$ cat config.mk
export PLATFORM = sky130hd
export DESIGN_NAME = seg_scan_mux_flat
export DESIGN_NICKNAME = d
export VERILOG_FILES = /design/src/rtl/seg_scan_mux_pkg.sv /design/src/rtl/seg_scan_mux_if.sv /design/src/rtl/seg_tick_gen.sv /design/src/rtl/seg_scan_mux.sv /design/src/flat_wrapper.sv
export SDC_FILE = /design/constraint.sdc
export NUM_CORES = 1
export LEC_CHECK = 0
export ABC_AREA = 1
export BUFFER_PORTS_ARGS = -buffer_cell sky130_fd_sc_hd__buf_4
export CAP_MARGIN = 20
export CORE_ASPECT_RATIO = 1.25
export CORE_UTILIZATION = 48
export CTS_BUF_LIST = sky130_fd_sc_hd__clkbuf_16
export DETAILED_ROUTE_END_ITERATION = 16
export GPL_TIMING_DRIVEN = 0
export PLACE_DENSITY = 0.68
export SYNTH_ARGS = -nofsm -noshare
export SYNTH_HDL_FRONTEND = slang
export SYNTH_SLANG_ARGS = --single-unit
export TNS_END_PERCENT = 5
$ cat constraint.sdc
create_clock -name clk -period 2.9 [get_ports clk]
set_input_delay 0.58 -clock clk [delete_from_list [all_inputs] [get_ports clk]]
set_output_delay 0.58 -clock clk [all_outputs]
set_load 0.005 [all_outputs]
$ cat src/rtl/seg_scan_mux_pkg.sv
// ============================================================================
//  Module      : seg_scan_mux_pkg
//  Description : Shared constants, types and the leading-zero mask helper
//                for the seven-segment scan multiplexer.
//  Revision    : 1.0 - initial release
// ============================================================================
`default_nettype none

package seg_scan_mux_pkg;

  // Board geometry: eight digits of four bits each.
  localparam int DIGIT_CNT = 8;
  localparam int NIBBLE_W  = 4;
  localparam int VALUE_W   = DIGIT_CNT * NIBBLE_W;

  // Idle levels of the active-low display outputs.
  localparam logic [DIGIT_CNT-1:0] AN_ALL_OFF = 8'hFF;
  localparam logic                 DP_OFF     = 1'b1;

  // One complete display image: nibbles plus decimal-point requests.
  typedef struct packed {
    logic [VALUE_W-1:0]   value;
    logic [DIGIT_CNT-1:0] dp;
  } disp_word_t;

  // Bit d set means digit d is a leading zero: it and every digit above it
  // are zero. Digit 0 always shows, so bit 0 is never set.
  function automatic logic [DIGIT_CNT-1:0] lz_mask(input logic [VALUE_W-1:0] v);
    logic [DIGIT_CNT-1:0] m;
    logic                 upper_zero;
    m          = '0;
    upper_zero = 1'b1;
    for (int d = DIGIT_CNT - 1; d >= 1; d--) begin
      upper_zero = upper_zero & (v[d*NIBBLE_W +: NIBBLE_W] == 4'd0);
      m[d]       = upper_zero;
    end
    return m;
  endfunction

endpackage

`default_nettype wire

$ cat src/rtl/seg_scan_mux_if.sv
// ============================================================================
//  Module      : seg_scan_mux_if
//  Description : Bus between the display-value producer and the scanner,
//                plus the scanner outputs that feed the segment decoder.
//  Revision    : 1.0 - initial release
// ============================================================================
`default_nettype none

interface seg_scan_mux_if;
  import seg_scan_mux_pkg::*;

  logic [VALUE_W-1:0]   value_in;
  logic [DIGIT_CNT-1:0] dp_in;
  logic [DIGIT_CNT-1:0] digit_en;
  logic                 blank_lz;
  logic                 load;
  logic                 load_ack;
  logic                 frame_start;
  logic [NIBBLE_W-1:0]  nibble_out;
  logic                 dp_out;
  logic [DIGIT_CNT-1:0] an;

  // Producer side: supplies values and controls, observes the scan.
  modport master (
    output value_in, dp_in, digit_en, blank_lz, load,
    input  load_ack, frame_start, nibble_out, dp_out, an
  );

  // Scanner side.
  modport slave (
    input  value_in, dp_in, digit_en, blank_lz, load,
    output load_ack, frame_start, nibble_out, dp_out, an
  );

endinterface

`default_nettype wire

$ cat src/rtl/seg_tick_gen.sv
// ============================================================================
//  Module      : seg_tick_gen
//  Description : Digit-slot prescaler. Pulses tick_o on the last cycle of
//                each slot and flags the anti-ghosting guard window at the
//                start of each slot.
//  Revision    : 1.0 - initial release
// ============================================================================
`default_nettype none

module seg_tick_gen #(
  parameter int TICK_DIV = 100000,
  parameter int GUARD    = 16
) (
  input  logic clk,
  input  logic rst_n,
  output logic tick_o,
  output logic in_guard_o
);

  localparam int CNT_W = (TICK_DIV > 1) ? $clog2(TICK_DIV) : 1;
  localparam logic [CNT_W-1:0] CNT_MAX   = CNT_W'(TICK_DIV - 1);
  localparam logic [CNT_W-1:0] GUARD_END = CNT_W'(GUARD);

  logic [CNT_W-1:0] cnt_q;
  logic [CNT_W-1:0] cnt_d;

  assign tick_o     = (cnt_q == CNT_MAX);
  assign in_guard_o = (cnt_q < GUARD_END);

  // Free-running slot counter, 0..TICK_DIV-1.
  always_comb begin
    cnt_d = cnt_q + 1'b1;
    if (tick_o) begin
      cnt_d = '0;
    end
  end

  // Slot counter register.
  always_ff @(posedge clk or negedge rst_n) begin
    if (!rst_n) begin
      cnt_q <= '0;
    end else begin
      cnt_q <= cnt_d;
    end
  end

endmodule

`default_nettype wire

$ cat src/rtl/seg_scan_mux.sv
// ============================================================================
//  Module      : seg_scan_mux
//  Description : Time-multiplexed scanner for an 8-digit common-anode
//                seven-segment display. New values are taken through a
//                load/ack handshake and only become visible at a frame
//                boundary so a frame never shows a mix of old and new data.
//  Revision    : 1.0 - initial release
// ============================================================================
`default_nettype none

module seg_scan_mux
  import seg_scan_mux_pkg::*;
#(
  parameter int NUM_DIGITS = 8,
  parameter int TICK_DIV   = 100000,
  parameter int GUARD      = 16
) (
  input  logic          clk,
  input  logic          rst_n,
  seg_scan_mux_if.slave bus
);

  localparam int IDX_W = $clog2(NUM_DIGITS);
  localparam logic [IDX_W-1:0] LAST_IDX = IDX_W'(NUM_DIGITS - 1);

  logic tick;
  logic in_guard;
  logic boundary;

  logic [IDX_W-1:0]     idx_q,     idx_d;
  disp_word_t           shadow_q,  shadow_d;
  disp_word_t           pend_q,    pend_d;
  logic                 pending_q, pending_d;

  logic [DIGIT_CNT-1:0] an_q,      an_d;
  logic [NIBBLE_W-1:0]  nib_q,     nib_d;
  logic                 dp_q,      dp_d;
  logic                 ack_q,     ack_d;
  logic                 fs_q,      fs_d;

  logic [DIGIT_CNT-1:0] an_lit;
  logic [DIGIT_CNT-1:0] lz;
  logic                 blank;

  seg_tick_gen #(
    .TICK_DIV (TICK_DIV),
    .GUARD    (GUARD)
  ) u_tick (
    .clk        (clk),
    .rst_n      (rst_n),
    .tick_o     (tick),
    .in_guard_o (in_guard)
  );

  // The last slot of a frame ends here; handover happens on this cycle.
  assign boundary = tick && (idx_q == LAST_IDX);

  // One-hot-low anode pattern for the current digit.
  for (genvar g = 0; g < DIGIT_CNT; g++) begin : g_an_sel
    assign an_lit[g] = (idx_q != IDX_W'(g));
  end

  // Blank when the digit is disabled or it is a suppressed leading zero.
  // Both controls are live inputs; zeros are judged on the visible value.
  assign lz    = lz_mask(shadow_q.value);
  assign blank = ~bus.digit_en[idx_q] | (bus.blank_lz & lz[idx_q]);

  // Digit index advances once per slot and wraps after the last digit.
  always_comb begin
    idx_d = idx_q;
    if (tick) begin
      idx_d = (idx_q == LAST_IDX) ? '0 : idx_q + 1'b1;
    end
  end

  // Load handshake: a load always lands in the pending slot (last wins);
  // the boundary moves the older pending image into the shadow. A load on
  // the boundary cycle therefore stays pending for the following frame.
  always_comb begin
    shadow_d  = shadow_q;
    pend_d    = pend_q;
    pending_d = pending_q;
    ack_d     = 1'b0;
    fs_d      = boundary;
    if (boundary && pending_q) begin
      shadow_d  = pend_q;
      pending_d = 1'b0;
      ack_d     = 1'b1;
    end
    if (bus.load) begin
      pend_d.value = bus.value_in;
      pend_d.dp    = bus.dp_in;
      pending_d    = 1'b1;
    end
  end

  // Next display outputs from the current slot position and shadow image.
  // Guard and blanking gate only the anodes; nibble and dp keep tracking.
  always_comb begin
    an_d  = (in_guard || blank) ? AN_ALL_OFF : an_lit;
    nib_d = shadow_q.value[{idx_q, 2'b00} +: NIBBLE_W];
    dp_d  = ~shadow_q.dp[idx_q];
  end

  // Scan position and value storage.
  always_ff @(posedge clk or negedge rst_n) begin
    if (!rst_n) begin
      idx_q     <= '0;
      shadow_q  <= '0;
      pend_q    <= '0;
      pending_q <= 1'b0;
    end else begin
      idx_q     <= idx_d;
      shadow_q  <= shadow_d;
      pend_q    <= pend_d;
      pending_q <= pending_d;
    end
  end

  // Registered outputs, one cycle behind the scan position.
  always_ff @(posedge clk or negedge rst_n) begin
    if (!rst_n) begin
      an_q  <= AN_ALL_OFF;
      nib_q <= '0;
      dp_q  <= DP_OFF;
      ack_q <= 1'b0;
      fs_q  <= 1'b0;
    end else begin
      an_q  <= an_d;
      nib_q <= nib_d;
      dp_q  <= dp_d;
      ack_q <= ack_d;
      fs_q  <= fs_d;
    end
  end

  assign bus.an          = an_q;
  assign bus.nibble_out  = nib_q;
  assign bus.dp_out      = dp_q;
  assign bus.load_ack    = ack_q;
  assign bus.frame_start = fs_q;

endmodule

`default_nettype wire
$ cat src/flat_wrapper.sv
// flat-port wrapper written by rule: the top's interface ports become plain ports
module seg_scan_mux_flat import seg_scan_mux_pkg::*;
#(
  parameter int NUM_DIGITS = 8,
  parameter int TICK_DIV   = 100000,
  parameter int GUARD      = 16
)
  (clk, rst_n, bus_value_in, bus_dp_in, bus_digit_en, bus_blank_lz, bus_load, bus_load_ack, bus_frame_start, bus_nibble_out, bus_dp_out, bus_an);
  seg_scan_mux_if bus_i ();
  input  logic clk;
  input  logic rst_n;
  input wire logic [$bits(bus_i.value_in)-1:0] bus_value_in;
  input wire logic [$bits(bus_i.dp_in)-1:0] bus_dp_in;
  input wire logic [$bits(bus_i.digit_en)-1:0] bus_digit_en;
  input wire logic [$bits(bus_i.blank_lz)-1:0] bus_blank_lz;
  input wire logic [$bits(bus_i.load)-1:0] bus_load;
  output wire logic [$bits(bus_i.load_ack)-1:0] bus_load_ack;
  output wire logic [$bits(bus_i.frame_start)-1:0] bus_frame_start;
  output wire logic [$bits(bus_i.nibble_out)-1:0] bus_nibble_out;
  output wire logic [$bits(bus_i.dp_out)-1:0] bus_dp_out;
  output wire logic [$bits(bus_i.an)-1:0] bus_an;
  assign bus_i.value_in = bus_value_in;
  assign bus_i.dp_in = bus_dp_in;
  assign bus_i.digit_en = bus_digit_en;
  assign bus_i.blank_lz = bus_blank_lz;
  assign bus_i.load = bus_load;
  assign bus_load_ack = bus_i.load_ack;
  assign bus_frame_start = bus_i.frame_start;
  assign bus_nibble_out = bus_i.nibble_out;
  assign bus_dp_out = bus_i.dp_out;
  assign bus_an = bus_i.an;
  seg_scan_mux #(.NUM_DIGITS(NUM_DIGITS), .TICK_DIV(TICK_DIV), .GUARD(GUARD)) u_core (.clk(clk), .rst_n(rst_n), .bus(bus_i));
endmodule
Word-level counts from Yosys, hierarchy flattened
Index checks and enable logic that the tools add are counted.
{"block": "totals", "reg_bits": 116, "in_bits": 52, "word_cells": 60}
{"block": "op_classes", "addsub": 2, "n_lt_le_gt_ge": 2, "eq_ne": 9, "shifts": 1, "n_mux": 12, "bitwise_logic": 10, "n_reduce_logical": 12}
{"cell": "indexed part select 32 x 6 -> 4 bit", "n": 1}
{"cell": "logical NOT 4 bit", "n": 7}
{"cell": "adder 17 x 1 -> 17 bit (second input constant)", "n": 1}
{"cell": "equality test 17 bit (second input constant)", "n": 1}
{"cell": "less-than comparator 17 x 5 -> 1 bit (second input constant)", "n": 1}
{"cell": "two-way mux 17 bit", "n": 1}
{"cell": "!= test 3 bit (second input constant)", "n": 4}
{"cell": "binary-select mux 1 bit (select 3 bit)", "n": 3}
{"cell": "two-way mux 8 bit", "n": 1}
{"cell": "AND 1 bit", "n": 7}
{"cell": "two-way mux 1 bit", "n": 6}
{"cell": "!= test 3 x 2 -> 1 bit (second input constant)", "n": 2}
{"cell": "less-than comparator 3 x 4 -> 1 bit (second input constant)", "n": 1}
{"cell": "adder 3 x 1 -> 3 bit (second input constant)", "n": 1}
{"cell": "equality test 3 bit (second input constant)", "n": 1}
{"cell": "two-way mux 3 bit", "n": 1}
{"cell": "!= test 3 x 1 -> 1 bit (second input constant)", "n": 1}
{"cell": "nonzero test 3 bit", "n": 1}
{"cell": "logical AND 1 bit", "n": 2}
{"cell": "NOT 1 bit", "n": 2}
{"cell": "nonzero test 2 bit", "n": 1}
{"cell": "logical OR 1 bit", "n": 1}
{"cell": "bitwise OR 1 bit", "n": 1}

Logic depth before layout (Yosys ltp)
Gate-level depths: netlist of run 1.
{"block": "depth", "depth_word": 13, "mapped_depth": 9}

Modules after synthesis
From an unflattened synthesis of run 1, not the netlist that was laid out.
{"block": "unflattened", "cells_unflattened": 628, "area_unflattened_um2": 5418.9}
{"module": "seg_scan_mux", "n_inst": 1, "cells_per_inst": 484, "area_per_inst_um2": 4408.0, "seq_area_each_um2": 2488.6}
{"module": "seg_tick_gen", "n_inst": 1, "cells_per_inst": 144, "area_per_inst_um2": 1011.0, "seq_area_each_um2": 425.4}

Least setup slack after synthesis of run 1
OpenSTA, ideal clock, no wires.
{"block": "synth_timing", "path_kind": "reg2reg", "start": "register u_core.u_tick.cnt_q[0]", "end": "register u_core.shadow_q[22] (netlist bit)", "arrival_time_ps": 1422, "required_time_ps": 2783, "path_slack_ps": 1361, "stages_incl_launch_ff": 10, "path_buffers": 1, "cell_sequence": "dfrtp_1 ha_1 nand2_1 nor2_2 nand3_2 nor2_8 nand3_4 buf_6 nand2_1 nand2_1"}
{"block": "synth_between", "elab_chain_len": 3}
{"element": "from (decl)", "line_no": "seg_tick_gen.sv:24", "rtl": "logic [CNT_W-1:0] cnt_q;"}
{"element": "from (signal assigned)", "line_no": "seg_tick_gen.sv:43", "rtl": "cnt_q <= cnt_d;"}
{"element": "equality test 17 bit", "line_no": "seg_tick_gen.sv:27", "rtl": "assign tick_o = (cnt_q == CNT_MAX);"}
{"element": "logical AND 1 bit", "line_no": "seg_scan_mux.sv:56", "rtl": "assign boundary = tick && (idx_q == LAST_IDX);"}
{"element": "logical AND 1 bit", "line_no": "seg_scan_mux.sv:85", "rtl": "if (boundary && pending_q) begin"}
{"element": "to (signal assigned)", "line_no": "seg_scan_mux.sv:114", "rtl": "shadow_q <= shadow_d;"}
{"element": "to (decl)", "line_no": "seg_scan_mux.sv:31", "rtl": "disp_word_t shadow_q, shadow_d;"}
Every way passes these cells.
A chain may end at the register's enable or synchronous reset.

Final worst setup path of run 1
{"block": "layout_timing", "start": "register u_core.idx_q[0]", "end": "register u_core.shadow_q[4] (netlist bit)"}
{"block": "layout_between", "elab_chain_len": 3}
{"element": "from (decl)", "line_no": "seg_scan_mux.sv:30", "rtl": "logic [IDX_W-1:0] idx_q, idx_d;"}
{"element": "from (signal assigned)", "line_no": "seg_scan_mux.sv:113", "rtl": "idx_q <= idx_d;"}
{"element": "equality test 3 bit", "line_no": "seg_scan_mux.sv:56"}
{"element": "logical AND 1 bit", "line_no": "seg_scan_mux.sv:56"}
{"element": "logical AND 1 bit", "line_no": "seg_scan_mux.sv:85"}
Every way passes these cells.

==> flow_summary.toml, run 1 <==
[power_and_ir_drop]
leakage_nw = 3.619
pwr_density_cell_nw_per_um2 = 579.6
ir_worst_vdd_uv = 370.1
power_w = 0.003904

[timing]
period_share_pct = 72.12
fin_tns_setup_ns = 0
rsz0062_at_grt = "false"
finClkSkew_ns = 0.009334
final_max_slew_viol_count = 0
worst_slew_pin_slew_ns = 0.6448
period_needed_ns = 2.092
clock.fmax_mhz = 478.1
hold_viol_final = 0
setup_viol = 0
finalWorstSetupSlack_ns = 0.8084
max-slew-margin-rel_pct = 57.01

[cells_and_area]
post-route-util_pct = 60.77
finalNonFillerCells = 921
num_antenna_cells = 0
final_layout_size_suffix_gt1_share_pct = 15.27
area_growth_pct = 22.96
fin_nets = 832
fillers = 1002

[clocking]
cts_made_buffers = 17
clock_sinks = 116
cts_resized = 0
holdBufCountCts = 0
cts_tree = "yes"
h-tree-depth = 4
cts_buffer_depth = 2
post_cts_buffers = 0
clock_latency_ns = 0.42
cts.clk_slew.worst_paths_ns = 0.05
cts_root_buffer = "clkbuf_16"

[run]
drv_cap = 0

[setup_path]
cp_data_required_time_ns = 3.25
worst_setup_path_end_kind = "flip-flop"
cp.arrival_ns = 2.45
criticalPathCategory = "reg -> reg"
start_kind = "flip-flop"
r2r_slack_ns = 0.81
reg2reg_depth = 6
path_max_fanout = 10

[synthesis]
synth_cell_types = 27
async_reset_ff_share_pct = 100.0
ys.flop_type = "dfrtp_1"
ys_seq_elements = 116
synth_area_leaders = "dfrtp_1, nand2_1, nand4_1, nor2_1, dfstp_2"
yosysSeqAreaShare_pct = 53.20
synth_common_cells = "nand2_1, dfrtp_1, nor2_1"
synthDominantCellAreaShare_pct = 48.88
synth.avg_cell_area_um2 = 7.962
yosysTopAreaCell = "dfrtp_1"
synth-edff-count = 0
synth_nets = 747
post-synth-top-count-cell = "nand2_1"
syn-cell-area_um2 = 5478
syn_inst = 688
ys_warn_count = 0

[placed_design]
port_buffers = 65
post-place-cells = 889
dp_hpwl_um = 9418
routabilityCongestion = 0.8952
pre_cts_slack_ns = 0.9052

[routing]
route.met2.wl_um = 6530
dr_total_vias = 4848
ant_nets = 0
vias_per_cell = 5.264
top_layer = "met4"
wl_um = 13200
wl_met3_um = 751
drc = 0
route.detailed.wl_per_inst_um = 14.33
drt_iter0_drc = 316
drt_pass1_iterations = 5
met1Wirelength_um = 5519

[global_routing]
grt_pass1_wl_um = 22200
grt_max_degree = 69
antenna_found_initial = 0
grt_overflow_total = 0
grt_pass1_vias = 4620
grt_usage_pct = 24.15

[die]
rows = 43
die_h_um = 121.4
die_area_um2 = 11850
io_pins = 67
die-width_um = 97.55
start_util_pct = 49.42
coreArea_um2 = 11080

[outcome]
status = "complete, no violations"

[hold_path]
hold_path.class = "in -> async"
==> power breakdown <==
| group | switching, W | internal, W | leakage (nW) |
|---|---|---|---|
| logic | 0.0000893 | 0.0000736 | 1.84 |
| clock network | 0.000718 | 0.00132 | 0.281 |
| registers | 0.0000306 | 0.00167 | 1.50 |
| total | 0.000837 | 0.00307 | 3.62 |
==> critical path: stages (launching register included) <==
cell      delay (ns)
dfrtp_1         0.44
ha_1            0.22
ha_1            0.15
clkbuf_1        0.44
clkbuf_1        0.44
nand4_1         0.22
nand2_1         0.11
==> layout by cell type (no fill, tap or decap), drive strengths merged <==
master	Yosys	routed
nor3	4	4
buf	12	78
nand4	47	47
xor2	7	7
nor3b	1	1
nor2	73	73
clkinv	1	10
dfrtp	107	107
inv	43	44
clkinvlp	0	2
and2	1	1
ha	7	7
nand2	278	278
clkbuf	25	42
o21ai	31	31
bufinv	0	3
o22ai	5	5
a21oi	8	8
dfstp	9	9
nand3	28	28
nand3b	1	1
==> kinds of logic after synthesis <==
family | synth area share [%]
simple gates | 33.49
flops | 53.20
buf+inv | 6.464
compound gates | 4.134
xor+xnor | 1.119
fa+ha+maj | 1.599
==> registers in the layout (all words and copies together), names as in the netlist, 3 cells and up <==
name                   cells
u_core.pend_q             40
u_core.shadow_q           40
u_core.bus.nibble_out      4
u_core.u_tick.cnt_q       17
u_core.bus.an              8
u_core.idx_q               3
==> layer usage <==
layer | up-vias | track usage [%]
met4 | 0 | 11.12
met5 | - | 0
met3 | 36 | 5.127
met1 | 2278 | 29.54
li1 | 2364 | -
met2 | 170 | 40.91
==> area by class of cell <==
class / instances / area [um^2] / share of cell area [%]
Sequential cell: 116 / 2914 / 43.27
Multi-Input combinational cell: 491 / 2210 / 32.81
Timing Repair Buffer: 66 / 515.5 / 7.654
Clock buffer: 17 / 425.4 / 6.316
Buffer: 37 / 188.9 / 2.805
Tap cell: 135 / 168.9 / 2.508
Inverter: 44 / 165.2 / 2.452
Clock inverter: 15 / 147.6 / 2.192
==> through the flow <==
step | instance area [um^2] | hold WS (ns)
6_report | 6735 | 0.1827
3_3_place_gp | 6135 | 0.4429
2_1_floorplan | 5478 | 0.2844
4_1_cts | 6735 | 0.2145
5_1_grt | 6735 | 0.2389
3_5_place_dp | 6162 | 0.4555
==> path summary, 6_finish.rpt <==
check                                   start                      end
min reg2reg                u_core.shadow_q[2]       u_core.shadow_q[2]
max in group asynchronous               rst_n      u_core.shadow_q[22]
min                                     rst_n  u_core.u_tick.cnt_q[12]
max reg2reg                   u_core.idx_q[0]       u_core.shadow_q[4]
min in group clk             bus_value_in[23]        u_core.pend_q[31]
max                           u_core.idx_q[0]       u_core.shadow_q[4]
(Power assumes the default switching activity.)
==> run 2, diff against run 1 <==
--- a/config.mk
+++ b/config.mk
@@ -13,7 +13,7 @@
 export CTS_BUF_LIST = sky130_fd_sc_hd__clkbuf_16
 export DETAILED_ROUTE_END_ITERATION = 16
 export GPL_TIMING_DRIVEN = 0
-export PLACE_DENSITY = 0.68
+export PLACE_DENSITY = 0.71
 export SYNTH_ARGS = -nofsm -noshare
 export SYNTH_HDL_FRONTEND = slang
 export SYNTH_SLANG_ARGS = --single-unit
==> constraint.sdc (replaced) <==
create_clock -name clk -period 1.8 [get_ports clk]
set_input_delay 0.36 -clock clk [delete_from_list [all_inputs] [get_ports clk]]
set_output_delay 0.36 -clock clk [all_outputs]
set_load 0.005 [all_outputs]
==> run 2 against run 1 <==
The flow now finishes with violations (hold timing). Register-to-register slack lost 0.79 ns. Utilization rose by 1.9 points. Total power increased by 64%. Die area is the same. First-iteration DRC count rose by 6.3%. Sequential share of layout area is 1.2 points lower. Worst setup slack lost 0.79 ns. Hold slack got worse by 0.19 ns. Critical path depth grew 3. Final cell count is 1.1% higher. Critical endpoint is now u_core.shadow_q[25].
==> flow_summary.toml, run 2 (same netlist as run 1, synthesis figures left out) <==
[die]
start_util_pct = 49.42
io_pins = 67
die_area_um2 = 11850
die-width_um = 97.55
die_h_um = 121.4
rows = 43
coreArea_um2 = 11080

[setup_path]
r2r_slack_ns = 0.02
cpMostUsedCell = "nand2_2"
cp_data_required_time_ns = 2.10
cp.depth = 9
max_stage_delay_ns = 0.36
path_max_fanout = 8
start_kind = "flip-flop"
reg2reg_depth = 9
criticalPathCategory = "reg -> reg"
path_buf_inv = 1
cp_cell_sequence = "ha_2, nand2_2, nor2_4, nand3_4, nor2_8, nand3_4, buf_6, nand2_2, nand2_2"
worst_setup_path_end_kind = "flip-flop"
path_delay_family = "simple AND/OR/NAND/NOR gates"
crit_slowest_cell = "dfrtp_1"
r2r_start = "u_core.u_tick.cnt_q[0]"
reg2reg_to = "u_core.shadow_q[25]"
cp.arrival_ns = 2.08

[global_routing]
grt_pass1_wl_um = 22290
grt_max_degree = 62
antenna_found_initial = 0
grt_usage_pct = 23.89
grt_overflow_total = 0
grt_pass1_vias = 4743

[timing]
rsz0062_at_grt = "true"
final_max_slew_viol_count = 0
max-slew-margin-rel_pct = 52.92
period_share_pct = 99.16
fin_tns_setup_ns = 0
finClkSkew_ns = 0.005494
setup_viol = 0
worst_slew_pin_slew_ns = 0.7062
period_needed_ns = 1.785
hold_viol_final = 4
clock.fmax_mhz = 560.3
whs_ns = -0.004123

[power_and_ir_drop]
leakage_nw = 3.715
power.switching_w = 0.001313
ir_worst_vdd_uv = 564.3
internal_power_w = 0.005083
pwr-share-comb_pct = 4.1
swShare_pct = 20.53
pwr_density_cell_nw_per_um2 = 921.6
p_seq_share_pct = 42.9
clockPowerShare_pct = 52.9

[routing]
drt_iter0_drc = 336
wl_um = 13490
route.detailed.wl_per_inst_um = 14.49
dr_total_vias = 4975
vias_per_cell = 5.344
drc = 0
ant_nets = 0
drt_pass1_iterations = 5

[cells_and_area]
final_cell_area_um2 = 6940
area_growth_pct = 26.70
final_common_cell = "nand2_1"
most-common-layout-cells = "nand2_1, dfrtp_1, buf_4"
largestRegisters = "u_core.pend_q: 40 flops, u_core.shadow_q: 40 flops, u_core.u_tick.cnt_q: 17 flops"
finalNonFillerCells = 931
num_antenna_cells = 0
fin_nets = 842
final_layout_size_suffix_gt1_share_pct = 19.85

[clocking]
clock_sinks = 116
cts_made_buffers = 17
cts.clk_slew.worst_paths_ns = 0.05
h-tree-depth = 4
cts_buffer_depth = 2
clock_latency_ns = 0.41
cts_tree = "yes"
holdBufCountCts = 0
cts_root_buffer = "clkbuf_16"

[hold_path]
hold_path.class = "in -> async"

[placed_design]
dpl_cell_area_um2 = 6162
port_buffers = 65
routabilityCongestion = 0.8719
dp_hpwl_um = 9289
post-place-cells = 889

[outcome]
violations = "hold timing"
status = "finished with violations"

[run]
drv_cap = 0
## run 2: cell type report
cell class | count | area, um^2
sequential | 116 | 2917
clock inverter | 15 | 172.7
timing repair buffer | 77 | 621.8
tap | 135 | 168.9
fill | 936 | 4143
clock buffer | 17 | 425.4
inverter | 44 | 168.9
multi-input combinational | 491 | 2270
buffer | 36 | 196.4
## run 2: worst max-delay path by stage
stage                                       from                   to  slack, ns
after floorplan           u_core.u_tick.cnt_q[0]  u_core.shadow_q[22]       0.26
after global placement           u_core.idx_q[0]   u_core.shadow_q[2]      -0.15
after detailed placement         u_core.idx_q[0]   u_core.shadow_q[2]      -0.16
after CTS                        u_core.idx_q[1]     u_core.bus.an[0]       0.02
after global routing      u_core.u_tick.cnt_q[0]  u_core.shadow_q[25]      -0.07
final                     u_core.u_tick.cnt_q[0]  u_core.shadow_q[25]       0.02
## run 2: metrics by stage
step / setup WS (ns) / utilization, % / hold slack (ns) / power (W)
after floorplan: 0.2605 / - / 0.06441 / 0.002868
after global placement: -0.1488 / 55.35 / 0.4433 / 0.003038
after detailed placement: -0.1562 / 55.60 / 0.4493 / 0.003057
after CTS: 0.02449 / 61.05 / 0.02314 / 0.006436
after global routing: -0.06533 / 62.62 / 0.05240 / 0.006616
final: 0.01515 / 62.62 / -0.004123 / 0.006397
## run 2: routing by layer
layer	global-route usage [%]	part of all wire, %	vias to the layer above
li1	-	-	2389
met1	28.75	41	2363
met2	41.08	51	194
met3	5.588	5.9	29
met4	10.02	2.0	0
met5	0	0	-
## run 2: power by group through the flow
| stage | clock (W) | sequential, W | combinational, W |
|---|---|---|---|
| after global placement | 0 | 0.00278 | 0.000254 |
| after global routing | 0.00356 | 0.00275 | 0.000307 |
| after detailed placement | 0 | 0.00279 | 0.000270 |
| after CTS | 0.00342 | 0.00275 | 0.000274 |
| after floorplan | 0 | 0.00277 | 0.0000996 |
| final | 0.00339 | 0.00275 | 0.000265 |
## run 2: timing repair
| action | 4_1_cts | 5_1_grt |
|---|---|---|
| cloned | 0 | 3 |
| gates resized for setup | 4 | 40 |
| endpoints found under the setup margin | 41 | 53 |
| pin swaps | 0 | 4 |
| setup buffers | 0 | 8 |
## run 2: worst register-to-register path, cell delays in order, from the launching register on
cell and delay [ns]:
dfrtp_1 0.36, ha_2 0.20, nand2_2 0.09, nor2_4 0.21
nand3_4 0.12, nor2_8 0.20, nand3_4 0.19, buf_6 0.19
nand2_2 0.07, nand2_2 0.05
==> run 3, diff against run 2 <==
--- a/config.mk
+++ b/config.mk
@@ -10,7 +10,7 @@
 export CAP_MARGIN = 20
 export CORE_ASPECT_RATIO = 1.25
 export CORE_UTILIZATION = 48
-export CTS_BUF_LIST = sky130_fd_sc_hd__clkbuf_16
+export CTS_BUF_LIST = sky130_fd_sc_hd__clkbuf_4
 export DETAILED_ROUTE_END_ITERATION = 16
 export GPL_TIMING_DRIVEN = 0
 export PLACE_DENSITY = 0.71
==> run 3 against run 2 <==
The flow now finishes without violations. Sequential share of layout area is 2.3 points higher. Via count is 2.7% lower. Non-clock buffer count is 3 lower. Count of clock-buffer cells in the layout is 3 higher. Sequential cell count stayed put. Total power is 21% lower. Utilization is 3.2 points lower. Final area is 5.2% lower. Register-to-register slack hardly changed. Global-route usage is 0.77 points lower. Worst setup slack worse by 0.011 ns. Largest cell class unchanged. Highest routed layer unchanged.
==> flow_summary.toml, run 3 (same netlist as run 1, synthesis figures left out) <==
[die]
io_pins = 67
die-width_um = 97.55
rows = 43
start_util_pct = 49.42
die_area_um2 = 11850
coreArea_um2 = 11080
die_h_um = 121.4

[placed_design]
port_buffers = 65
routabilityCongestion = 0.8719
dp_hpwl_um = 9289
post-place-cells = 889

[timing]
period_share_pct = 99.79
period_needed_ns = 1.796
fin_tns_setup_ns = 0
finClkSkew_ns = 0.01480
setup_viol = 0
rsz0062_at_grt = "true"
max-slew-margin-rel_pct = 52.49
clock.fmax_mhz = 556.7
worst_slew_pin_slew_ns = 0.7126
hold_viol_final = 0
final_max_slew_viol_count = 0

[global_routing]
grt_pass1_wl_um = 21630
grt_max_degree = 62
grt_overflow_total = 0
grt_pass1_vias = 4610
antenna_found_initial = 0
grt_usage_pct = 23.12

[cells_and_area]
final_common_cell = "nand2_1"
area_growth_pct = 20.17
most-common-layout-cells = "nand2_1, dfrtp_1, buf_4"
fin_nets = 839
post-route-util_pct = 59.39
num_antenna_cells = 0
final_layout_size_suffix_gt1_share_pct = 17.28
fillers = 1017
finalNonFillerCells = 928
largestRegisters = "u_core.pend_q: 40 flops, u_core.shadow_q: 40 flops, u_core.u_tick.cnt_q: 17 flops"

[setup_path]
worst_setup_path_end_kind = "flip-flop"
cp.arrival_ns = 2.24
r2r_slack_ns = 0.004
cp_data_required_time_ns = 2.24
start_kind = "flip-flop"
criticalPathCategory = "reg -> reg"
path_max_fanout = 11

[clocking]
clock_sinks = 116
cts_made_buffers = 17
cts_buffer_depth = 2
cts.clk_slew.worst_paths_ns = 0.11
h-tree-depth = 4
clock_latency_ns = 0.53
cts_tree = "yes"
cts_root_buffer = "clkbuf_4"

[power_and_ir_drop]
pwr_density_cell_nw_per_um2 = 770.3
ir_worst_vdd_uv = 452.7
leakage_nw = 3.550
power_w = 0.005071

[routing]
drt_pass1_iterations = 7
wl_um = 12890
drt_iter0_drc = 293
ant_nets = 0
dr_total_vias = 4841
drc = 0
route.detailed.wl_per_inst_um = 13.89
vias_per_cell = 5.217

[hold_path]
hold_path.class = "in -> reg"

[outcome]
status = "complete, no violations"

[run]
drv_cap = 0
## run 3: cell count changes in the layout (fill, tap and decap cells not counted), sizes merged
cell,delta
buf,-10
dlygate4sd3,+6
clkbuf,+4
inv,-3
clkinv,+1
clkinvlp,-1
## run 3: worst max-delay path, stage by stage, from the launching register on
cell	delay [ns]
dfrtp_1	0.40
buf_2	0.25
clkinv_1	0.37
nand3_1	0.20
a21oi_1	0.09
nor2_2	0.29
nand3_1	0.12
## run 3: final timing paths
kind                                   startpoint                       to  cells after the start
hold reg to reg            u_core.u_tick.cnt_q[0]   u_core.u_tick.cnt_q[0]                      1
setup / recovery                  u_core.idx_q[1]         u_core.bus.an[0]                      6
min in group asynchronous                   rst_n  u_core.u_tick.cnt_q[12]                      2
max in group asynchronous                   rst_n        u_core.pend_q[17]                      3
hold / removal                    bus_value_in[3]        u_core.pend_q[11]                      3
setup reg to reg                  u_core.idx_q[1]         u_core.bus.an[0]                      6
## run 3: final cells by class
type	instances	area [um^2]	area share [%]
clock buffer	20	150.1	2.281
buffer	36	195.2	2.965
multi-input combinational	491	2237	33.99
timing repair buffer	74	588.1	8.934
inverter	44	165.2	2.509
clock inverter	12	161.4	2.452
sequential	116	2917	44.31
tap	135	168.9	2.566
## run 3: layer usage
layer  track usage, %  vias to the layer above  share of wire (%)
met5                0                        -                  0
met4            7.996                        0                1.3
met3            5.415                       16                5.1
met2            39.25                      161                 51
met1            28.97                     2283                 43
li1                 -                     2381                  -
## run 3: what timing repair did
| item | 4_1_cts | 5_1_grt |
|---|---|---|
| pin swaps | 0 | 3 |
| gates cloned | 0 | 0 |
| hold endpoints to repair | 49 | 2 |
| resized for setup | 4 | 15 |
| hold buffers | 4 | 2 |
| buffers inserted | 0 | 2 |
| setup endpoints to repair | 44 | 53 |
## run 3: power breakdown
| group | switching, W | internal [W] |
|---|---|---|
| clock | 0.000933 | 0.00113 |
| combinational | 0.000147 | 0.000127 |
| sequential | 0.0000505 | 0.00269 |
## run 3: per-stage QoR
| step | instance area [um^2] | hold WS (ns) | setup slack (ns) |
|---|---|---|---|
| 2_1_floorplan | 5478 | 0.06441 | 0.2605 |
| 3_3_place_gp | 6135 | 0.4433 | -0.1488 |
| 3_5_place_dp | 6162 | 0.4493 | -0.1562 |
| 4_1_cts | 6520 | 0.0007309 | 0.01354 |
| 5_1_grt | 6583 | -0.001185 | -0.1003 |
| 6_report | 6583 | 0.02607 | 0.003743 |
